**config.mk**
```make
export PLATFORM = sky130hd
export DESIGN_NAME = lck_sweep_ctrl_flat
export DESIGN_NICKNAME = d
export VERILOG_FILES = /design/src/rtl/lck_sweep_ctrl_if.sv /design/src/rtl/lck_sweep_ctrl.sv /design/src/flat_wrapper.sv
export SDC_FILE = /design/constraint.sdc
export NUM_CORES = 2
export LEC_CHECK = 0
export CORE_AREA = 8 8 511 513
export DETAILED_ROUTE_END_ITERATION = 10
export DIE_AREA = 0 0 519 521
export GPL_ROUTABILITY_DRIVEN = 0
export PLACE_DENSITY_LB_ADDON = 0.15
export SLEW_MARGIN = 5
export SYNTH_ARGS = -nofsm -noshare
export SYNTH_HDL_FRONTEND = slang
export SYNTH_SLANG_ARGS = --single-unit
```
**constraint.sdc**
```tcl
create_clock -name a_clk -period 2.95 [get_ports a_clk]
set_input_delay 0.295 -clock a_clk [delete_from_list [all_inputs] [get_ports a_clk]]
set_output_delay 0.295 -clock a_clk [all_outputs]
set_load 0.05 [all_outputs]
```
**src/rtl/lck_sweep_ctrl_if.sv**
```systemverilog
// rtl/lck_sweep_ctrl_if.sv - per-point result stream of the lock-in frequency sweep controller
interface lck_sweep_ctrl_if;
    logic [127:0] M_AXIS_RES_tdata;
    logic         M_AXIS_RES_tvalid;
    logic         M_AXIS_RES_tready;

    modport master (
        output M_AXIS_RES_tdata,
        output M_AXIS_RES_tvalid,
        input  M_AXIS_RES_tready
    );

    modport slave (
        input  M_AXIS_RES_tdata,
        input  M_AXIS_RES_tvalid,
        output M_AXIS_RES_tready
    );
endinterface

```
**src/rtl/lck_sweep_ctrl.sv**
```systemverilog
// rtl/lck_sweep_ctrl.sv - lock-in frequency sweep sequencer; LCK_SWEEP_RESTORE_EN adds a final pinc_start rewrite
module lck_sweep_ctrl #(
    parameter int CONFIG_ADDRESS     = 1000,
    parameter int LCK_CONFIG_ADDRESS = 999,
    parameter int AM2_DATA_WIDTH     = 48,
    parameter int LCK_CORRSUM_WIDTH  = 32
) (
    input  logic                                a_clk,
    input  logic                                a_resetn,
    input  logic [31:0]                         config_addr,
    input  logic [511:0]                        config_data,
    output logic [31:0]                         lck_config_addr,
    output logic [511:0]                        lck_config_data,
    input  logic                                axis_deci_clk,
    input  logic [AM2_DATA_WIDTH-1:0]           S_AXIS_A2_tdata,
    input  logic signed [LCK_CORRSUM_WIDTH-1:0] S_AXIS_X_tdata,
    input  logic signed [LCK_CORRSUM_WIDTH-1:0] S_AXIS_Y_tdata,
    lck_sweep_ctrl_if.master                    res,
    output logic                                busy,
    output logic                                done
);
    localparam int A2W = AM2_DATA_WIDTH + 15;
    localparam int XYW = LCK_CORRSUM_WIDTH + 15;

    localparam logic [2:0] ST_IDLE    = 3'd0;
    localparam logic [2:0] ST_CFG     = 3'd1;
    localparam logic [2:0] ST_SETTLE  = 3'd2;
    localparam logic [2:0] ST_ACQ     = 3'd3;
    localparam logic [2:0] ST_PUSH    = 3'd4;
    localparam logic [2:0] ST_NEXT    = 3'd5;
`ifdef LCK_SWEEP_RESTORE_EN
    localparam logic [2:0] ST_RESTORE = 3'd6;
    localparam logic [2:0] ST_END     = ST_RESTORE;
`else
    localparam logic [2:0] ST_END     = ST_IDLE;
`endif

    logic [2:0]  state;
    logic [31:0] n_points_r;
    logic [47:0] pinc_start_r;
    logic [47:0] pinc_step_r;
    logic [15:0] dds_n2_r;
    logic [15:0] settle_r;
    logic [3:0]  avg_n2_r;
    logic [31:0] lck_cfg_r;
    logic [31:0] lck_gain_r;

    logic [47:0] pinc;
    logic [31:0] index;
    logic [15:0] settle_cnt;
    logic [16:0] acq_cnt;
    logic        stop_pend;
    logic [511:0] lck_data;

    logic [A2W-1:0]        a2_acc;
    logic signed [XYW-1:0] x_acc;
    logic signed [XYW-1:0] y_acc;
    logic [A2W-1:0]        a2_avg;
    logic signed [XYW-1:0] x_avg;
    logic signed [XYW-1:0] y_avg;

    logic deci_d1, deci_d2, tick;
    logic cfg_wr, cfg_start, cfg_stop;
    logic acq_last, last_point, sweep_end;
    logic [47:0] pinc_next;

    logic unused_cfg_bits;
`ifdef LCK_SWEEP_RESTORE_EN
    assign unused_cfg_bits = ^{config_data[511:288], config_data[223:212],
                               config_data[127:112], config_data[31:2]};
`else
    assign unused_cfg_bits = ^{config_data[511:288], config_data[223:212],
                               config_data[127:112], config_data[31:2], pinc_start_r};
`endif

    function automatic logic [511:0] lck_word(input logic [31:0] cfg, input logic [31:0] gain,
                                              input logic [15:0] n2, input logic [47:0] p);
        logic [511:0] w;
        w          = '0;
        w[31:0]    = cfg;
        w[63:32]   = gain;
        w[79:64]   = n2;
        w[127:80]  = p;
        return w;
    endfunction

    assign tick      = deci_d1 & ~deci_d2;
    assign cfg_wr    = (config_addr == 32'(CONFIG_ADDRESS));
    assign cfg_start = cfg_wr & config_data[0];
    assign cfg_stop  = cfg_wr & config_data[1];

    assign acq_last   = (acq_cnt + 17'd1) == (17'd1 << avg_n2_r);
    assign last_point = (index + 32'd1) == n_points_r;
    assign pinc_next  = pinc + pinc_step_r;

    // Every way out of a running sweep funnels through sweep_end so the optional restore cycle is shared.
    always_comb begin
        sweep_end = 1'b0;
        case (state)
            ST_CFG, ST_SETTLE, ST_ACQ: sweep_end = cfg_stop;
            ST_PUSH:  sweep_end = res.M_AXIS_RES_tready & (stop_pend | cfg_stop);
            ST_NEXT:  sweep_end = cfg_stop | last_point;
            default:  sweep_end = 1'b0;
        endcase
    end

    assign a2_avg = a2_acc >> avg_n2_r;
    assign x_avg  = x_acc >>> avg_n2_r;
    assign y_avg  = y_acc >>> avg_n2_r;

    assign res.M_AXIS_RES_tvalid = (state == ST_PUSH);
    assign res.M_AXIS_RES_tdata  = {index[15:0], y_avg[31:0], x_avg[31:0], a2_avg[47:0]};

    assign busy            = (state != ST_IDLE);
    assign lck_config_data = lck_data;
`ifdef LCK_SWEEP_RESTORE_EN
    assign lck_config_addr = (state == ST_CFG || state == ST_RESTORE) ? 32'(LCK_CONFIG_ADDRESS) : 32'd0;
`else
    assign lck_config_addr = (state == ST_CFG) ? 32'(LCK_CONFIG_ADDRESS) : 32'd0;
`endif

    always_ff @(posedge a_clk or negedge a_resetn) begin
        if (!a_resetn) begin
            state        <= ST_IDLE;
            n_points_r   <= '0;
            pinc_start_r <= '0;
            pinc_step_r  <= '0;
            dds_n2_r     <= '0;
            settle_r     <= '0;
            avg_n2_r     <= '0;
            lck_cfg_r    <= '0;
            lck_gain_r   <= '0;
            pinc         <= '0;
            index        <= '0;
            settle_cnt   <= '0;
            acq_cnt      <= '0;
            stop_pend    <= 1'b0;
            lck_data     <= '0;
            a2_acc       <= '0;
            x_acc        <= '0;
            y_acc        <= '0;
            deci_d1      <= 1'b0;
            deci_d2      <= 1'b0;
            done         <= 1'b0;
        end else begin
            deci_d1 <= axis_deci_clk;
            deci_d2 <= deci_d1;
            done    <= 1'b0;
            case (state)
                ST_IDLE: begin
                    if (cfg_wr) begin
                        n_points_r   <= config_data[63:32];
                        pinc_start_r <= config_data[111:64];
                        pinc_step_r  <= config_data[175:128];
                        dds_n2_r     <= config_data[191:176];
                        settle_r     <= config_data[207:192];
                        avg_n2_r     <= config_data[211:208];
                        lck_cfg_r    <= config_data[255:224];
                        lck_gain_r   <= config_data[287:256];
                        stop_pend    <= 1'b0;
                        if (cfg_start) begin
                            if (config_data[63:32] == 32'd0) begin
                                done <= 1'b1;
                            end else begin
                                state      <= ST_CFG;
                                pinc       <= config_data[111:64];
                                index      <= '0;
                                settle_cnt <= '0;
                                acq_cnt    <= '0;
                                a2_acc     <= '0;
                                x_acc      <= '0;
                                y_acc      <= '0;
                                lck_data   <= lck_word(config_data[255:224], config_data[287:256],
                                                       config_data[191:176], config_data[111:64]);
                            end
                        end
                    end
                end
                ST_CFG: begin
                    state      <= ST_SETTLE;
                    settle_cnt <= '0;
                end
                ST_SETTLE: begin
                    if (settle_r == 16'd0) begin
                        state <= ST_ACQ;
                    end else if (tick) begin
                        if (settle_cnt + 16'd1 == settle_r) state <= ST_ACQ;
                        settle_cnt <= settle_cnt + 16'd1;
                    end
                end
                ST_ACQ: begin
                    if (tick) begin
                        a2_acc  <= a2_acc + A2W'(S_AXIS_A2_tdata);
                        x_acc   <= x_acc + {{15{S_AXIS_X_tdata[LCK_CORRSUM_WIDTH-1]}}, S_AXIS_X_tdata};
                        y_acc   <= y_acc + {{15{S_AXIS_Y_tdata[LCK_CORRSUM_WIDTH-1]}}, S_AXIS_Y_tdata};
                        acq_cnt <= acq_cnt + 17'd1;
                        if (acq_last) state <= ST_PUSH;
                    end
                end
                ST_PUSH: begin
                    if (cfg_stop) stop_pend <= 1'b1;
                    if (res.M_AXIS_RES_tready) state <= ST_NEXT;
                end
                ST_NEXT: begin
                    pinc    <= pinc_next;
                    index   <= index + 32'd1;
                    acq_cnt <= '0;
                    a2_acc  <= '0;
                    x_acc   <= '0;
                    y_acc   <= '0;
                    if (last_point && !cfg_stop) done <= 1'b1;
                    state    <= ST_CFG;
                    lck_data <= lck_word(lck_cfg_r, lck_gain_r, dds_n2_r, pinc_next);
                end
                default: state <= ST_IDLE;
            endcase
            if (sweep_end) begin
                state <= ST_END;
`ifdef LCK_SWEEP_RESTORE_EN
                lck_data <= lck_word(lck_cfg_r, lck_gain_r, dds_n2_r, pinc_start_r);
`else
                lck_data <= lck_data;
`endif
            end
        end
    end
endmodule

```
**src/flat_wrapper.sv**
```systemverilog
// flat-port wrapper written by rule: the top's interface ports become plain ports
module lck_sweep_ctrl_flat 
#(
    parameter int CONFIG_ADDRESS     = 1000,
    parameter int LCK_CONFIG_ADDRESS = 999,
    parameter int AM2_DATA_WIDTH     = 48,
    parameter int LCK_CORRSUM_WIDTH  = 32
)
  (a_clk, a_resetn, config_addr, config_data, lck_config_addr, lck_config_data, axis_deci_clk, S_AXIS_A2_tdata, S_AXIS_X_tdata, S_AXIS_Y_tdata, busy, done, res_M_AXIS_RES_tdata, res_M_AXIS_RES_tvalid, res_M_AXIS_RES_tready);
  lck_sweep_ctrl_if res_i ();
  input  logic a_clk;
  input  logic a_resetn;
  input  logic [31:0] config_addr;
  input  logic [511:0] config_data;
  output logic [31:0] lck_config_addr;
  output logic [511:0] lck_config_data;
  input  logic axis_deci_clk;
  input  logic [AM2_DATA_WIDTH-1:0] S_AXIS_A2_tdata;
  input  logic signed [LCK_CORRSUM_WIDTH-1:0] S_AXIS_X_tdata;
  input  logic signed [LCK_CORRSUM_WIDTH-1:0] S_AXIS_Y_tdata;
  output logic busy;
  output logic done;
  output wire logic [$bits(res_i.M_AXIS_RES_tdata)-1:0] res_M_AXIS_RES_tdata;
  output wire logic [$bits(res_i.M_AXIS_RES_tvalid)-1:0] res_M_AXIS_RES_tvalid;
  input wire logic [$bits(res_i.M_AXIS_RES_tready)-1:0] res_M_AXIS_RES_tready;
  assign res_M_AXIS_RES_tdata = res_i.M_AXIS_RES_tdata;
  assign res_M_AXIS_RES_tvalid = res_i.M_AXIS_RES_tvalid;
  assign res_i.M_AXIS_RES_tready = res_M_AXIS_RES_tready;
  lck_sweep_ctrl #(.CONFIG_ADDRESS(CONFIG_ADDRESS), .LCK_CONFIG_ADDRESS(LCK_CONFIG_ADDRESS), .AM2_DATA_WIDTH(AM2_DATA_WIDTH), .LCK_CORRSUM_WIDTH(LCK_CORRSUM_WIDTH)) u_core (.a_clk(a_clk), .a_resetn(a_resetn), .config_addr(config_addr), .config_data(config_data), .lck_config_addr(lck_config_addr), .lck_config_data(lck_config_data), .axis_deci_clk(axis_deci_clk), .S_AXIS_A2_tdata(S_AXIS_A2_tdata), .S_AXIS_X_tdata(S_AXIS_X_tdata), .S_AXIS_Y_tdata(S_AXIS_Y_tdata), .res(res_i), .busy(busy), .done(done));
endmodule
```
==> reports/qor.csv <==
stage,metric,value,unit
yosys,synth_seq_cells,585,
layout,final_util,26.5,%
yosys,synth-xor-area-share,5.19,%
power,p_leak,29.9,nW
route,dr_wl_met3,14.2,mm
worst_setup_path,path_delay_family,buffers and inverters,
min_path,hp-class,primary input to flip-flop,
worst_setup_path,crit_arrival,3.85,ns
worst_setup_path,worst-path-buf-inv,4,
yosys,synthSimpleGateAreaFrac,14.2,%
layout,layout-drive-gt1-share,30.6,%
flow_run,cap_viol_max_count,0,
clocking,clock_path_buffers,3,
grt,grt_pass1_wl,303,mm
layout,final_common_cell,buf_4,
sta,max_freq,309,MHz
route,wl_met2,97.4,mm
layout,nets,7349,
power,powerDensity,721,mW/mm2
yosys,muxShareOfSynthArea,15.5,%
placement,io_buffers,644,
yosys,synth_area_per_cell,9.14,um2
sta,finalMaxSlewViolations,0,
yosys,synth_top_family_by_area,compound AO/OA/AOI/OAI gates,
route,num_vias,42400,
clocking,htreeDepth,3,
route,drtIter0Drc,2382,
yosys,syn_inst,4982,
placement,hpwl,169,mm
sta,report.final.setup_viol,305,
grt,gr-total-overflow,0,
grt,grt_max_degree,144,
worst_setup_path,cp_max_fo,11,
layout,finalInstanceArea,0.0671,mm2
floorplan,die-area,0.270,mm2
power,vdd_ir_drop_max,0.482,mV
floorplan,start_util,18.0,%
clocking,clock_sinks,585,
sta,setup_ws,-0.291,ns
floorplan,core_area,0.253,mm2
min_path,hp-start,config_data[233],
route,first_pass_iters,5,
floorplan,die_h,521,um
clocking,numCtsBuffers,84,
floorplan,dieWidth,519,um
yosys,synth_sequential_area_ratio,32.1,%
min_path,whs_path_depth,3,
route,wl,211,mm
worst_setup_path,crit_required,3.56,ns
yosys,async_reset_ff_share,100,%
floorplan,num_rows,185,
min_path,min_to,u_core.lck_config_data[9]$_DFFE_PN0P_,
outcome,violations,setup timing,
outcome,run_status,"complete, but fails checks",
clocking,cts_tree,yes,
yosys,yosysWarnings,0,
worst_setup_path,cp_common_cell,mux2_4,
worst_setup_path,startpoint_type,flip-flop,
sta,clock_skew,0.0816,ns
route,via_per_inst,4.27,
yosys,synthAdderAreaFrac,5.39,%
route,ant_nets,0,
route,wl_per_cell,21.3,um
floorplan,num_io_pins,1335,
sta,setup_tns,-49.19,ns
sta,rsz0062_at_grt,true,
yosys,synth_cell_types,92,
sta,period_share,110,%
worst_setup_path,endpoint_kind,flip-flop,
worst_setup_path,reg2reg_depth,14,
worst_setup_path,cpPeakStageDelay,0.47,ns
layout,layout_common_cells,"buf_4 (1070), nand2_1 (628), dfrtp_1 (569)",
placement,place_area,0.0622,mm2
worst_setup_path,rr_startpoint,u_core.index[0]$_DFFE_PN0P_,
clocking,clk_latency,0.78,ns
yosys,ys.flop_type,dfrtp_1,
sta,tightestPinTransition,0.909,ns
layout,area_growth,47.2,%
worst_setup_path,r2r_end,u_core.lck_config_data[107]$_DFFE_PN0P_,
yosys,synth_edf_count,0,
sta,min_period,3.24,ns
clocking,root_buffer,clkbuf_16,
sta,hold_violations,0,
yosys,synth_compound_area_share,17.1,%
route,route.detailed.drc,0,
worst_setup_path,reg2reg_setup_slack,-0.29,ns
grt,grt.total_usage,14.8,%
sta,timing.slew.headroom,39.4,%
route,drt-met1-wl,94.9,mm
grt,grt_pass1_vias,43500,
worst_setup_path,slowest_stage,dfrtp_2,
grt,antenna_found_initial,43,
route,top_layer,met5,
clocking,clk_pin_slew_worst_paths,0.06,ns
worst_setup_path,crit_chain,ha_4 > nand3_4 > nor3_4 > buf_6 > nand4_4 > mux2_4 > a2111oi_4 > o211ai_1 > buf_4 > o211ai_2 > a21boi_4 > buf_12 > clkbuf_16 > mux2_4,
worst_setup_path,path_class,flip-flop to flip-flop,
yosys,synth_area,0.0456,mm2
## metrics by stage
stage          instances  hold slack, ns  power, mW  setup slack (ns)
2_1_floorplan       5389       -0.000591       25.9           -0.0489
3_3_place_gp        9717           0.352       37.5            -0.962
3_5_place_dp        9717           0.340       37.5            -0.926
4_1_cts             9890          0.0137       48.8            -0.360
5_1_grt             9927          0.0460       51.5            -0.432
6_report            9932           0.106       48.4            -0.291
## sequential cells by signal (all words and copies together) (netlist names), 3 cells and up
| name | cells |
|---|---|
| u_core.state | 3 |
| u_core.settle_r | 16 |
| u_core.lck_config_data | 128 |
| u_core.pinc_step_r | 48 |
| u_core.lck_gain_r | 32 |
| u_core.avg_n2_r | 4 |
| u_core.a2_acc | 63 |
| u_core.x_acc | 47 |
| u_core.y_acc | 47 |
| u_core.acq_cnt | 17 |
| u_core.index | 32 |
| u_core.settle_cnt | 16 |
| u_core.pinc | 48 |
| u_core.dds_n2_r | 16 |
| u_core.lck_cfg_r | 32 |
| u_core.n_points_r | 32 |
## synth_stat cells (all sizes together) (5+ instances only)
cell type  instances  area, um2
a21oi            309       1550
a211o              9       78.8
mux2i             92        921
inv               66        248
nand2b            23        144
a31o              11       96.3
o41ai             12        105
nand4             61        418
nor4b             10       87.6
a21o             109        818
mux4             168       3780
a22o              16        140
a221oi             7       61.3
and4              14        123
xor2             105        920
nand2            632       2370
o211ai            23        178
o31ai             72        541
nor2             346       1300
a41oi              5       43.8
nor3              48        257
buf              507       3720
dfrtp            585      14600
or3                9       56.3
clkbuf           219        826
mux2             208       2360
nand3             84        420
ha               190       2380
and2              31        194
nand4b             5       43.8
nor4              41        288
a211oi            41        308
a2111oi           17        161
xnor2            165       1450
o22ai              6       37.5
nor2b             28        175
o21bai            34        255
and3              48        302
a31oi            147        920
o21ai            357       1790
o21a              21        158
or4                5       37.5
or2               19        119
## worst max-delay path by stage
stage | startpoint | end | cells past startpoint
after floorplan | u_core.y_acc[0]$_DFFE_PN0P_ | u_core.y_acc[44]$_DFFE_PN0P_ | 12
after global placement | S_AXIS_A2_tdata[0] | u_core.a2_acc[50]$_DFFE_PN0P_ | 14
after detailed placement | S_AXIS_A2_tdata[0] | u_core.a2_acc[50]$_DFFE_PN0P_ | 14
after CTS | u_core.index[0]$_DFFE_PN0P_ | u_core.lck_config_data[103]$_DFFE_PN0P_ | 15
after global routing | u_core.index[0]$_DFFE_PN0P_ | u_core.lck_config_data[101]$_DFFE_PN0P_ | 16
final | u_core.index[0]$_DFFE_PN0P_ | u_core.lck_config_data[107]$_DFFE_PN0P_ | 14
## power breakdown
| part | internal (mW) | leakage (nW) | total, mW | switching [mW] |
|---|---|---|---|---|
| clock network | 6.03 | 1.36 | 10.5 | 4.43 |
| logic | 12.4 | 20.8 | 27.7 | 15.2 |
| registers | 9.11 | 7.67 | 10.3 | 1.15 |
## area by class of cell
class / count / area, um2
clock buffer: 122 / 2380
antenna: 8 / 20.0
inverter: 66 / 248
fill: 27200 / 186000
tap: 3366 / 4210
timing repair buffer: 1746 / 15900
clock inverter: 27 / 423
multi-input combinational: 4012 / 29200
sequential: 585 / 14700
## repair_timing
item	CTS	global route
cloned	1	11
endpoints found under the setup margin	364	361
resized for setup	194	132
hold buffers	2	0
setup buffers	23	24
endpoints found under the hold margin	35	0
pin swaps	63	36
## routing by layer
| layer | vias to the layer above | global-route usage (%) |
|---|---|---|
| li1 | 20300 | - |
| met1 | 20700 | 19.2 |
| met2 | 1119 | 24.2 |
| met3 | 224 | 4.53 |
| met4 | 50 | 2.98 |
| met5 | - | 0 |
## cell families after synthesis
| logic type | count (synthesis) |
|---|---|
| buffers and inverters | 792 |
| AND/OR/NAND/NOR | 1419 |
| AO/OA/AOI/OAI | 1253 |
| flip-flops | 585 |
| other | 1 |
| XOR/XNOR | 270 |
| multiplexers | 468 |
| adder cells (fa/ha/maj) | 194 |
## tightest hold or removal path: cells and delay by family
family	cells	cell delay (ns)
AOI/OAI and AO/OA	1	0.07
and+or+nand+nor	1	0.06
buffers and inverters	1	0.41
Power figures use the tool's default switching activity.
